`config.mk`:
```
export PLATFORM = sky130hd
export DESIGN_NAME = seq_divider
export DESIGN_NICKNAME = d
export VERILOG_FILES = /design/src/rtl/divider_pkg.sv /design/src/rtl/seq_divider_div_step.sv /design/src/rtl/seq_divider.sv
export SDC_FILE = /design/constraint.sdc
export NUM_CORES = 1
export LEC_CHECK = 0
export CORE_MARGIN = 8
export CORE_UTILIZATION = 45
export DETAILED_ROUTE_END_ITERATION = 12
export PLACE_DENSITY = 0.71
export SETUP_SLACK_MARGIN = 0.4
export SYNTH_ARGS = -nofsm -noshare
export SYNTH_HDL_FRONTEND = slang
export SYNTH_SLANG_ARGS = --single-unit
```
`constraint.sdc`:
```
create_clock -name clk -period 6.7 [get_ports clk]
set_input_delay 0.67 -clock clk [delete_from_list [all_inputs] [get_ports clk]]
set_output_delay 0.67 -clock clk [all_outputs]
set_load 0.01 [all_outputs]
```
`src/rtl/divider_pkg.sv`:
```
// Shared definitions for the sequential MIPS DIV/DIVU divider: state codes,
// default width and iteration/counter sizing.
package divider_pkg;

    localparam int DIV_WIDTH = 32;
    localparam int DIV_ITERS = DIV_WIDTH;
    localparam int CNT_W     = $clog2(DIV_ITERS);

    typedef logic [1:0] state_t;

    localparam state_t IDLE = 2'd0;
    localparam state_t CALC = 2'd1;
    localparam state_t FIX  = 2'd2;
    localparam state_t DONE = 2'd3;

endpackage

```
`src/rtl/seq_divider_div_step.sv`:
```
// One radix-2 restoring step: shift a dividend bit into the partial remainder,
// trial-subtract the divisor and keep the difference when it does not borrow.
module div_step #(
    parameter int WIDTH = 32
) (
    input  logic [WIDTH-1:0] rem_in,
    input  logic             bit_in,
    input  logic [WIDTH-1:0] divisor,
    output logic [WIDTH-1:0] rem_out,
    output logic             q_bit
);

    logic [WIDTH:0]   shifted;
    logic [WIDTH+1:0] diff;

    // The extra top bit of diff is the borrow out of the WIDTH+1-bit compare.
    always_comb begin
        shifted = {rem_in, bit_in};
        diff    = {1'b0, shifted} - {2'b00, divisor};
        q_bit   = ~diff[WIDTH+1];
        rem_out = q_bit ? diff[WIDTH-1:0] : shifted[WIDTH-1:0];
    end

endmodule

```
`src/rtl/seq_divider.sv`:
```
// Multi-cycle radix-2 restoring divider for MIPS DIV/DIVU: quotient on Lo,
// remainder on Hi, one quotient bit per clock over the magnitudes.
module seq_divider
    import divider_pkg::*;
#(
    parameter int WIDTH = DIV_WIDTH
) (
    input  logic             clk,
    input  logic             rst_n,
    input  logic             valid_in,
    input  logic             is_signed,
    input  logic [WIDTH-1:0] SrcA,
    input  logic [WIDTH-1:0] SrcB,
    output logic             valid_out,
    output logic             busy,
    output logic             div_by_zero,
    output logic [WIDTH-1:0] Hi,
    output logic [WIDTH-1:0] Lo
);

    localparam int CW = $clog2(WIDTH);
    localparam logic [CW-1:0] LAST_ITER = CW'(WIDTH - 1);

    state_t           state;
    logic [CW-1:0]    count;
    logic [WIDTH-1:0] rem;
    logic [WIDTH-1:0] quo;
    logic [WIDTH-1:0] dvs;
    logic             sgn;
    logic             neg_a;
    logic             neg_b;

    logic [WIDTH-1:0] mag_a;
    logic [WIDTH-1:0] mag_b;
    logic [WIDTH-1:0] step_rem;
    logic             step_q;

    always_comb begin
        mag_a = (is_signed && SrcA[WIDTH-1]) ? -SrcA : SrcA;
        mag_b = (is_signed && SrcB[WIDTH-1]) ? -SrcB : SrcB;
    end

    div_step #(.WIDTH(WIDTH)) u_step (
        .rem_in  (rem),
        .bit_in  (quo[WIDTH-1]),
        .divisor (dvs),
        .rem_out (step_rem),
        .q_bit   (step_q)
    );

    assign valid_out = (state == DONE);
    assign busy      = (state != IDLE);

    // quo starts as the dividend magnitude and fills with quotient bits as it
    // shifts out, so after WIDTH steps it holds the unsigned quotient.
    always_ff @(posedge clk or negedge rst_n) begin
        if (!rst_n) begin
            state       <= IDLE;
            count       <= '0;
            rem         <= '0;
            quo         <= '0;
            dvs         <= '0;
            sgn         <= 1'b0;
            neg_a       <= 1'b0;
            neg_b       <= 1'b0;
            div_by_zero <= 1'b0;
            Hi          <= '0;
            Lo          <= '0;
        end else begin
            case (state)
                IDLE: begin
                    if (valid_in) begin
                        sgn   <= is_signed;
                        neg_a <= is_signed & SrcA[WIDTH-1];
                        neg_b <= is_signed & SrcB[WIDTH-1];
                        quo   <= mag_a;
                        dvs   <= mag_b;
                        rem   <= '0;
                        count <= '0;
                        if (SrcB == '0) begin
                            Lo          <= '1;
                            Hi          <= SrcA;
                            div_by_zero <= 1'b1;
                            state       <= DONE;
                        end else begin
                            state <= CALC;
                        end
                    end
                end
                CALC: begin
                    rem   <= step_rem;
                    quo   <= {quo[WIDTH-2:0], step_q};
                    count <= count + 1'b1;
                    if (count == LAST_ITER) begin
                        state <= FIX;
                    end
                end
                FIX: begin
                    // Truncating negation makes the most-negative / -1 case wrap.
                    Lo          <= (sgn && (neg_a != neg_b)) ? -quo : quo;
                    Hi          <= (sgn && neg_a) ? -rem : rem;
                    div_by_zero <= 1'b0;
                    state       <= DONE;
                end
                DONE: begin
                    state <= IDLE;
                end
                default: begin
                    state <= IDLE;
                end
            endcase
        end
    end

endmodule

```
==> results of run 1 <==
-- synth_stat cells, types with 6 or more instances --
cell type  number  area [um^2]
nand2_1       184        690.7
dfrtp_1       171         4279
nor2_1        143        536.8
o21ai_0       139        695.7
a21oi_1       131        655.6
xnor2_1        77        674.4
xor2_1         59        516.8
inv_1          58        217.7
clkbuf_1       53        198.9
o21ai_1        49        245.2
ha_1           42        525.5
a31oi_1        38        237.7
mux2i_1        31        310.3
nor3_1         30        150.1
or3_1          17        106.4
nand3_1        13        65.06
o31ai_1        13        97.59
and3_1         12        75.07
nor4_1         12        75.07
o22ai_1        12        75.07
and2_1         11        68.82
buf_2          11        55.05
a21o_1          8        60.06
o41ai_1         7        61.31
nand4_1         6        37.54
o21bai_1        6        45.04
o22a_1          6        52.55
-- state kept, by name (all words and copies together) (netlist names) --
signal	cells
neg_a	1
Lo	32
div_by_zero	1
state	2
rem	32
neg_b	1
quo	32
sgn	1
Hi	32
dvs	32
count	5
-- cells in the final DEF, fill, tap and decap left out, types with 5 or more instances in the layout --
| master | Yosys | routed |
|---|---|---|
| and2_1 | 11 | 11 |
| and3_1 | 12 | 12 |
| inv_6 | 0 | 5 |
| o21ai_1 | 49 | 49 |
| o211ai_1 | 5 | 5 |
| a21o_1 | 8 | 8 |
| a31oi_1 | 38 | 38 |
| nand2_1 | 184 | 183 |
| mux2i_1 | 31 | 31 |
| o22ai_1 | 12 | 12 |
| o41ai_1 | 7 | 7 |
| nor3_1 | 30 | 30 |
| a21boi_0 | 5 | 5 |
| nand3_1 | 13 | 13 |
| o21ai_0 | 139 | 139 |
| o22a_1 | 6 | 6 |
| nor4_1 | 12 | 12 |
| nand4_1 | 6 | 6 |
| clkbuf_16 | 0 | 17 |
| a21oi_1 | 131 | 130 |
| nor2_1 | 143 | 143 |
| o21bai_1 | 6 | 6 |
| nand2b_1 | 5 | 5 |
| buf_4 | 1 | 10 |
| xor2_1 | 59 | 59 |
| o31ai_1 | 13 | 13 |
| clkdlybuf4s50_1 | 0 | 133 |
| or3_1 | 17 | 17 |
| xnor2_1 | 77 | 77 |
| ha_1 | 42 | 40 |
| inv_1 | 58 | 58 |
| dfrtp_1 | 171 | 171 |
-- worst max-delay path: stages (launching register included) --
cell      delay, ns
dfrtp_1        0.49
ha_1           0.46
nand2_1        0.14
or4_4          0.54
o31ai_4        0.38
a311oi_4       0.20
nor2_4         0.85
mux2_2         0.42
a21oi_1        0.11
o22ai_1        0.09
-- through the flow --
stage,util (%),cells
2_1_floorplan,-,1428
3_3_place_gp,51.12,1831
3_5_place_dp,51.12,1831
4_1_cts,53.50,1863
5_1_grt,53.51,1864
6_report,53.51,1864
-- power by group through the flow --
stage,combinational (uW),clock [uW],sequential [uW]
5_1_grt,4680,1100,2030
4_1_cts,4210,1050,1960
3_5_place_dp,4190,0,1970
2_1_floorplan,3100,0,1900
3_3_place_gp,4120,0,1950
6_report,4210,1040,1960
-- final timing paths --
path                           end  slack (ns)  cells past startpoint
hold reg to reg             dvs[2]        0.48                      2
min in group clk            dvs[2]        0.48                      2
hold / removal               Lo[7]        0.30                      1
setup reg to reg           rem[30]        2.87                      9
setup / recovery           rem[30]        2.87                      9
max in group asynchronous  dvs[28]        4.89                      2
-- cell type report --
class | instances | share of cell area (%)
timing repair buffer | 144 | 10.31
antenna | 1 | 0.01820
tap | 335 | 3.049
clock inverter | 15 | 1.356
inverter | 59 | 1.611
clock buffer | 17 | 3.095
multi-input combinational | 1122 | 49.43
sequential | 171 | 31.13
-- per-layer routing --
| metal | global-route usage (%) | vias up | wire [um] |
|---|---|---|---|
| met5 | 0 | - | 0 |
| met3 | 2.987 | 47 | 1551 |
| met1 | 26.61 | 4830 | 14380 |
| met2 | 32.74 | 297 | 14590 |
| li1 | - | 5190 | - |
| met4 | 6.515 | 0 | 658 |
-- cell families (layout without fill, tap and decap cells) --
kind of cell               count (synthesis)  count (layout)  share of synthesized area (%)
buffers and inverters                    135             235                          5.109
other                                      0               1                              0
and+or+nand+nor                          461             461                          17.94
adders and majority gates                 43              43                          4.689
muxes                                     32              32                          2.764
xor gates and xnor gates                 136             136                          10.24
DFF                                      171             171                          36.78
AOI/OAI and AO/OA                        450             450                          22.48
==> metrics.yaml, run 1 <==
routing:
  avgRoutedWirePerCell_um: 16.73
  drc_errors: 0
  initialDrtViolationCount: 692
  ant_nets: 0
  wl_um: 31180
  via_count: 10360
  viasPerCell: 5.560
  firstDrtPassIters: 6
critical_path:
  critPathLaunch: "rem[11]"
  regToRegStartpoint: "rem[11]"
  crit_arrival_ns: 4.13
  crit_required_ns: 7.00
  endpoint_kind: "register"
  path_max_fanout: 39
  critical_path_class: "reg -> reg"
  start_kind: "register"
power_and_ir_drop:
  seqPwrFrac_pct: 27.2
  cellPowerDensity_nw_per_um2: 524.9
  p_total_uw: 7215
  clkPwrFrac_pct: 14.4
  p_sw_share_pct: 46.46
  power_leakage_uw: 0.005682
  max-vdd-ir-drop_mv: 0.3240
  comb_power_share_pct: 58.3
  power.internal_uw: 3863
  p_sw_uw: 3352
clocking:
  cts_tree: "built"
  cts_buffers: 17
  path_clk_slew_ns: 0.07
  cts_hold_buf: 0
  root_buffer: "clkbuf_16"
  cts_max_level: 4
  cts_buffer_depth: 2
  cts_resized: 0
  clock_sinks: 171
  post_cts.repair.setup_buffers: 0
  clock_latency_ns: 0.44
layout:
  fillers: 2387
  area_growth_pct: 18.15
  design_area_um2: 13750
  multi_input_area_um2: 6794
  ff_latch_area_um2: 4279
  layout-drive-gt1-share_pct: 5.039
  fin_nets: 1626
sta:
  slew_violations: 0
  relSlewSlack_pct: 29.55
  hold_violations: 0
  rsz0062_at_grt: "no"
  skew_ns: 0.01102
  fin_setup_tns_ns: 0
  worst_slack_ns: 2.873
  timing.hold.ws_ns: 0.3049
  setup_viol: 0
  tightest_slew_ns: 1.054
  period_needed_ns: 3.827
  fmax_mhz: 261.3
  period_share_pct: 57.13
floorplan:
  placeableCoreArea_um2: 25690
  initial_core_util_pct: 45.29
  die_y_um: 176.8
  fp-row-count: 59
  die_area_um2: 31250
  ios: 135
  fp.dieW_um: 176.8
logic_synthesis:
  syn_area_um2: 11630
  ys_warn_count: 0
  synth_edf_count: 0
  syn_avg_cell_area_um2: 8.147
  synth_cells: 1428
  async_reset_ff_share_pct: 100.0
  ys_ff_latch: 171
  syn-num-nets: 1539
  yosysUniqueCellTypes: 74
  synth_flop_cell: "dfrtp_1"
  ys_seq_area_share_pct: 36.78
status:
  outcome: "finished, final reports clean"
grt:
  antenna_found_initial: 1
  grt_pass1_vias: 9981
  grt_max_degree: 99
  grt_pass1_wl_um: 50980
  grt-ovfl-total: 0
  grt_use_total_pct: 19.95
worst_hold_path:
  holdCritPathClass: "in -> async"
placed_design:
  placedInstanceArea_um2: 13130
  port_buffers: 134
  hpwl_um: 23700
  routabilityCongestion: 0.9055
  place_ws_ns: 2.667
run:
  cap_violations: 0
(Power assumes the default switching activity.)
==> inputs of run 2 (changes only) <==
==> constraint.sdc (replaced) <==
create_clock -name clk -period 3.84 [get_ports clk]
set_input_delay 0.384 -clock clk [delete_from_list [all_inputs] [get_ports clk]]
set_output_delay 0.384 -clock clk [all_outputs]
set_load 0.01 [all_outputs]
==> run 2 against run 1 <==
Effect of this change:
- the run now ends with negative hold slack left
- combinational power increased by 81%
- fmax increased by 18%
- critical path depth unchanged
- die area unchanged
- hold slack worse by 0.32 ns
- power up 78%
- routed wire length rose by 3.2%
- via count is 1.4% higher
- critical endpoint unchanged
- largest cell class unchanged
- largest power group unchanged
==> metrics.yaml, run 2 (synthesis results as in run 1) <==
grt:
  grt_pass1_wl_um: 51880  # +1.8%
  antenna_found_initial: 1  # unchanged
  grt_use_total_pct: 20.34  # +0.39 points
  grt_pass1_vias: 10150  # +1.7%
  grt_max_degree: 76  # -23%
  grt-ovfl-total: 0  # unchanged
sta:
  fin_setup_tns_ns: 0  # unchanged
  relSlewSlack_pct: 49.53  # +20 points
  fmax_mhz: 308.5  # +18%
  rsz0062_at_grt: "no"
  slew_violations: 0  # unchanged
  timing.hold.ws_ns: -0.01577  # -0.3207 ns
  period_needed_ns: 3.241  # -0.5862 ns
  tightest_slew_ns: 0.7552  # -0.2991 ns
  setup_viol: 0  # unchanged
  skew_ns: 0.01124  # +0.0002228 ns
  period_share_pct: 84.41  # +27 points
  hold_violations: 12  # +12
  worst_slack_ns: 0.5987  # -2.274 ns
clocking:
  cts_buffer_depth: 2  # unchanged
  path_clk_slew_ns: 0.07  # about the same
  clock_sinks: 171  # unchanged
  root_buffer: "clkbuf_16"
  cts_tree: "built"
  clock_latency_ns: 0.44  # about the same
  cts_buffers: 17  # unchanged
  cts_max_level: 4  # unchanged
critical_path:
  r2r-end: "rem[30]"
  endpoint_kind: "register"
  crit_required_ns: 4.14  # -2.86 ns
  start_kind: "register"
  critical_path_class: "reg -> reg"
  r2r_slack_ns: 0.60  # -2.27 ns
  path_max_fanout: 8  # -79%
  crit_arrival_ns: 3.54  # -0.59 ns
  reg2reg_depth: 9  # unchanged
  regToRegStartpoint: "rem[11]"
floorplan:
  die_y_um: 176.8  # unchanged
  fp-row-count: 59  # unchanged
  die_area_um2: 31250  # unchanged
  initial_core_util_pct: 45.29  # unchanged
  ios: 135  # unchanged
  fp.dieW_um: 176.8  # unchanged
  placeableCoreArea_um2: 25690  # unchanged
power_and_ir_drop:
  power_leakage_uw: 0.005752  # +1.2%
  max-vdd-ir-drop_mv: 0.3822  # +18%
  cellPowerDensity_nw_per_um2: 926.1  # +76%
placed_design:
  routabilityCongestion: 0.9302  # +2.7%
  port_buffers: 134  # unchanged
  hpwl_um: 24890  # +5.0%
  placedInstanceArea_um2: 13230  # +0.76%
  place_ws_ns: 0.4006  # -2.267 ns
routing:
  firstDrtPassIters: 5  # -1
  initialDrtViolationCount: 804  # +16%
  ant_nets: 0  # unchanged
  drc_errors: 0  # unchanged
  viasPerCell: 5.593  # +0.60%
  avgRoutedWirePerCell_um: 17.14  # +2.5%
  via_count: 10500  # +1.4%
  wl_um: 32190  # +3.2%
run:
  cap_violations: 0  # unchanged
worst_hold_path:
  holdCritPathClass: "in -> async"
layout:
  final_cell_mix: "nand2_1, dfrtp_1, nor2_1"
  design_area_um2: 13870  # +0.94%
  final_common_cell: "nand2_1"
  fin_nets: 1639  # +0.80%
  area_growth_pct: 19.26
  fillers: 2407  # +0.84%
  layout-drive-gt1-share_pct: 5.970  # +0.93 points
status:
  outcome: "finished with violations"
  violations: "negative hold slack"
run 2: cell types whose count changed in the layout (fill, tap and decap cells not counted), sizes merged:
cell	delta
inv	+6
clkinv	-4
diode	+1
buf	+13
bufinv	-2
run 2: worst max-delay path, stage by stage, from the launching register on:
cell	delay, ns
dfrtp_1	0.50
ha_1	0.48
nand2_1	0.15
or4_4	0.55
o31ai_4	0.41
a311oi_4	0.20
nor2_4	0.21
mux2_2	0.37
a21oi_1	0.14
o22ai_1	0.10
run 2: repair_timing:
item	4_1_cts	5_1_grt
endpoints found under the setup margin	0	4
resized for setup	0	2
hold buffers	0	0
buffers inserted	0	3
run 2: metal layers:
metal | share of wire [%] | vias to the layer above | global-route usage, %
met5 | 0 | - | 0
met4 | 1.9 | 0 | 6.235
met3 | 5.8 | 47 | 3.200
li1 | - | 5219 | -
met1 | 45 | 4928 | 26.54
met2 | 48 | 310 | 34.18
run 2: report_power, final:
group	total (uW)	internal, uW	switching (uW)
clock network	1770	933	835
logic	7630	3300	4340
registers	3450	2600	845
run 2: final cells by class:
type	count	area [um^2]	area share [%]
antenna	2	5.005	0.03607
clock buffer	17	425.4	3.066
clock inverter	15	166.4	1.199
inverter	59	221.5	1.596
multi-input combinational	1122	6805	49.05
sequential	171	4279	30.84
tap	335	419.2	3.021
timing repair buffer	157	1553	11.19
run 2: metrics by stage:
step | utilization [%] | power [uW] | std cells
4_1_cts | 53.81 | 12740 | 1873
6_report | 54.01 | 12850 | 1878
3_3_place_gp | 51.51 | 10750 | 1841
2_1_floorplan | - | 8725 | 1428
3_5_place_dp | 51.51 | 10930 | 1841
5_1_grt | 54.00 | 13870 | 1877
run 2: how the worst max path moves through the flow:
| stage | start | slack (ns) | end | cells past startpoint |
|---|---|---|---|---|
| 6_report | rem[11] | 0.60 | rem[30] | 9 |
| 2_1_floorplan | quo[31] | 0.87 | rem[28] | 13 |
| 5_1_grt | quo[31] | 0.43 | rem[22] | 14 |
| 3_5_place_dp | SrcB[2] | 0.40 | Hi[30] | 11 |
| 3_3_place_gp | SrcB[2] | 0.50 | Hi[30] | 11 |
| 4_1_cts | quo[31] | 0.48 | rem[28] | 14 |
==> inputs of run 3 (changes only) <==
--- a/config.mk
+++ b/config.mk
@@ -8,7 +8,7 @@
 export CORE_MARGIN = 8
 export CORE_UTILIZATION = 45
 export DETAILED_ROUTE_END_ITERATION = 12
-export PLACE_DENSITY = 0.71
+export PLACE_DENSITY = 0.74
 export SETUP_SLACK_MARGIN = 0.4
 export SYNTH_ARGS = -nofsm -noshare
 export SYNTH_HDL_FRONTEND = slang
==> constraint.sdc (replaced) <==
create_clock -name clk -period 2.8 [get_ports clk]
set_input_delay 0.28 -clock clk [delete_from_list [all_inputs] [get_ports clk]]
set_output_delay 0.28 -clock clk [all_outputs]
set_load 0.01 [all_outputs]
==> run 3 against run 2 <==
Effect of this change:
- the run ends with negative setup slack left
- sequential power up 34%
- critical path depth up 5
- clock power up 36%
- sequential cell count unchanged
- utilization up 9.5 points
- clock skew down 0.0016 ns
- largest power group unchanged
==> metrics.yaml, run 3 (synthesis results as in run 1) <==
status:
  outcome: "finished with violations"
  violations: "negative setup slack"
critical_path:
  crit_buf_inv: 3  # +3
  endpoint_kind: "register"
  r2r_slack_ns: -0.15  # -0.75 ns
  reg2reg_depth: 14  # +5
  cp_common_cell: "inv_2"
  cp_cell_sequence: "inv_2 -> ha_4 -> inv_2 -> fa_2 -> a21o_1 -> a221oi_2 -> o21a_2 -> buf_6 -> o22a_1 -> o21ai_2 -> a31oi_2 -> mux2i_1 -> a21oi_2 -> o22ai_1"
  critPathLaunch: "quo[31]"
  path_depth: 14  # +5
  start_kind: "register"
  path_max_fanout: 3  # -5
  cp_top_family: "compound AO/OA/AOI/OAI gates"
  crit_required_ns: 3.15  # -0.99 ns
  regToRegStartpoint: "quo[31]"
  crit_path_max_incr_delay_ns: 0.40  # -0.15 ns
  cpMaxStageDelayCell: "dfrtp_1"
  critical_path_class: "reg -> reg"
  endpoint: "rem[30]"
  crit_arrival_ns: 3.30  # -0.24 ns
  r2r-end: "rem[30]"
sta:
  rsz0062_at_grt: "yes"
  tightest_slew_ns: 0.9084  # +0.1533 ns
  fmax_mhz: 338.8  # +9.8%
  skew_ns: 0.009689  # -0.001550 ns
  fin_setup_tns_ns: -0.1913  # -0.1913 ns
  period_needed_ns: 2.952  # -0.2894 ns
  relSlewSlack_pct: 39.29  # -10 points
  setup_viol: 3  # +3
  worst_slack_ns: -0.1519  # -0.7506 ns
  period_share_pct: 105.4  # +21 points
  slew_violations: 0  # unchanged
  hold_violations: 0  # -12
clocking:
  cts_max_level: 4  # unchanged
  cts_tree: "built"
  clock_latency_ns: 0.43  # about the same
  clock_sinks: 171  # unchanged
  root_buffer: "clkbuf_16"
  cts_buffer_depth: 2  # unchanged
  cts_buffers: 17  # unchanged
  path_clk_slew_ns: 0.07  # about the same
power_and_ir_drop:
  power.internal_uw: 12070  # +77%
  power_leakage_uw: 0.006856  # +19%
  p_sw_uw: 10020  # +66%
  seqPwrFrac_pct: 21.0  # -5.8 points
  max-vdd-ir-drop_mv: 0.7346  # +92%
  p_total_uw: 22080  # +72%
  clkPwrFrac_pct: 10.9  # -2.9 points
  cellPowerDensity_nw_per_um2: 1354  # +46%
  p_sw_share_pct: 45.35  # -1.5 points
  comb_power_share_pct: 68.1  # +8.7 points
routing:
  wl_um: 37290  # +16%
  via_count: 11580  # +10%
  drc_errors: 0  # unchanged
  ant_nets: 0  # unchanged
  viasPerCell: 5.647  # +0.97%
  firstDrtPassIters: 5  # unchanged
  avgRoutedWirePerCell_um: 18.18  # +6.1%
  initialDrtViolationCount: 864  # +7.5%
layout:
  layout-drive-gt1-share_pct: 23.60  # +18 points
  design_area_um2: 16310  # +18%
  final_cell_mix: "nand2_1, dfrtp_1, buf_4"
  area_growth_pct: 40.18
  fillers: 2111  # -12%
  final_util_pct: 63.48  # +9.5 points
  fin_nets: 1814  # +11%
  final_common_cell: "nand2_1"
  n_antenna_cell: 0  # -2
grt:
  grt_pass1_vias: 11320  # +12%
  grt_max_degree: 77  # +1.3%
  grt_use_total_pct: 22.75  # +2.4 points
  grt-ovfl-total: 0  # unchanged
  grt_pass1_wl_um: 57860  # +12%
  antenna_found_initial: 0  # -1
placed_design:
  placedInstanceArea_um2: 14380  # +8.7%
  hpwl_um: 26630  # +7.0%
  routabilityCongestion: 0.9121  # -1.9%
  place_ws_ns: -0.1933  # -0.5938 ns
  port_buffers: 134  # unchanged
worst_hold_path:
  min_path_cells: 4
  holdCritPathClass: "in -> reg"
floorplan:
  placeableCoreArea_um2: 25690  # unchanged
  die_area_um2: 31250  # unchanged
  initial_core_util_pct: 45.29  # unchanged
  fp.dieW_um: 176.8  # unchanged
  fp-row-count: 59  # unchanged
  die_y_um: 176.8  # unchanged
  ios: 135  # unchanged
run:
  cap_violations: 0  # unchanged
-- run 3: changes by cell type in the layout (fill, tap and decap cells not counted), moves of 17 or more --
cell,before,now
a21oi_1,130,109
buf_4,20,162
o21ai_1,49,68
ha_1,40,22
buf_6,1,18
a21oi_2,0,19
o21ai_0,139,105
-- run 3: how the worst min path moves through the flow --
stage            start  slack (ns)      to
6_report       SrcB[4]        0.28  dvs[4]
5_1_grt        SrcB[4]        0.31  dvs[4]
4_1_cts        SrcA[9]        0.38   Hi[9]
3_5_place_dp     rst_n        0.36   Lo[9]
3_3_place_gp     rst_n        0.36   Lo[7]
2_1_floorplan    rst_n       -0.02   Hi[0]
-- run 3: metrics by stage --
stage	instances	hold WS, ns
after global routing	2051	0.3112
after global placement	1966	0.3561
after CTS	2030	0.3783
final	2051	0.2822
after detailed placement	1966	0.3582
after floorplan	1428	-0.01559
-- run 3: metal layers --
layer / global-route usage [%] / vias to the layer above / share of wire, %
li1: - / 5562 / -
met1: 28.18 / 5559 / 42
met2: 39.38 / 382 / 49
met3: 3.904 / 80 / 5.4
met4: 7.881 / 0 / 3.1
met5: 0 / - / 0
-- run 3: power groups by stage --
stage,clock [uW],combinational [uW],sequential (uW)
finish,2410,15000,4640
floorplan,0,7810,4570
global placement,0,11700,4530
CTS,2420,13500,4580
detailed placement,0,11900,4600
global route,2530,16300,4750
-- run 3: cell type report --
| class | instances | area (um^2) | share of cell area (%) |
|---|---|---|---|
| multi-input cells | 1123 | 7661 | 46.98 |
| well taps | 335 | 419.2 | 2.570 |
| flip-flops and latches | 171 | 4285 | 26.28 |
| clock inverters | 14 | 157.7 | 0.9667 |
| repair buffers | 331 | 3131 | 19.20 |
| inverters | 59 | 225.2 | 1.381 |
| clock buffers | 18 | 429.2 | 2.632 |
-- run 3: tightest hold or removal path: stages --
cell	delay [ns]
dlymetal6s2s_1	0.10
buf_4	0.11
xnor2_1	0.11
o21ai_0	0.07
-- run 3: repair_timing --
action | CTS | global route
pin swaps | 39 | 45
hold buffers | 1 | 0
endpoints found under the hold margin | 73 | 0
setup endpoints to repair | 95 | 117
resized for setup | 96 | 120
gates cloned | 3 | 2
setup buffers | 28 | 19
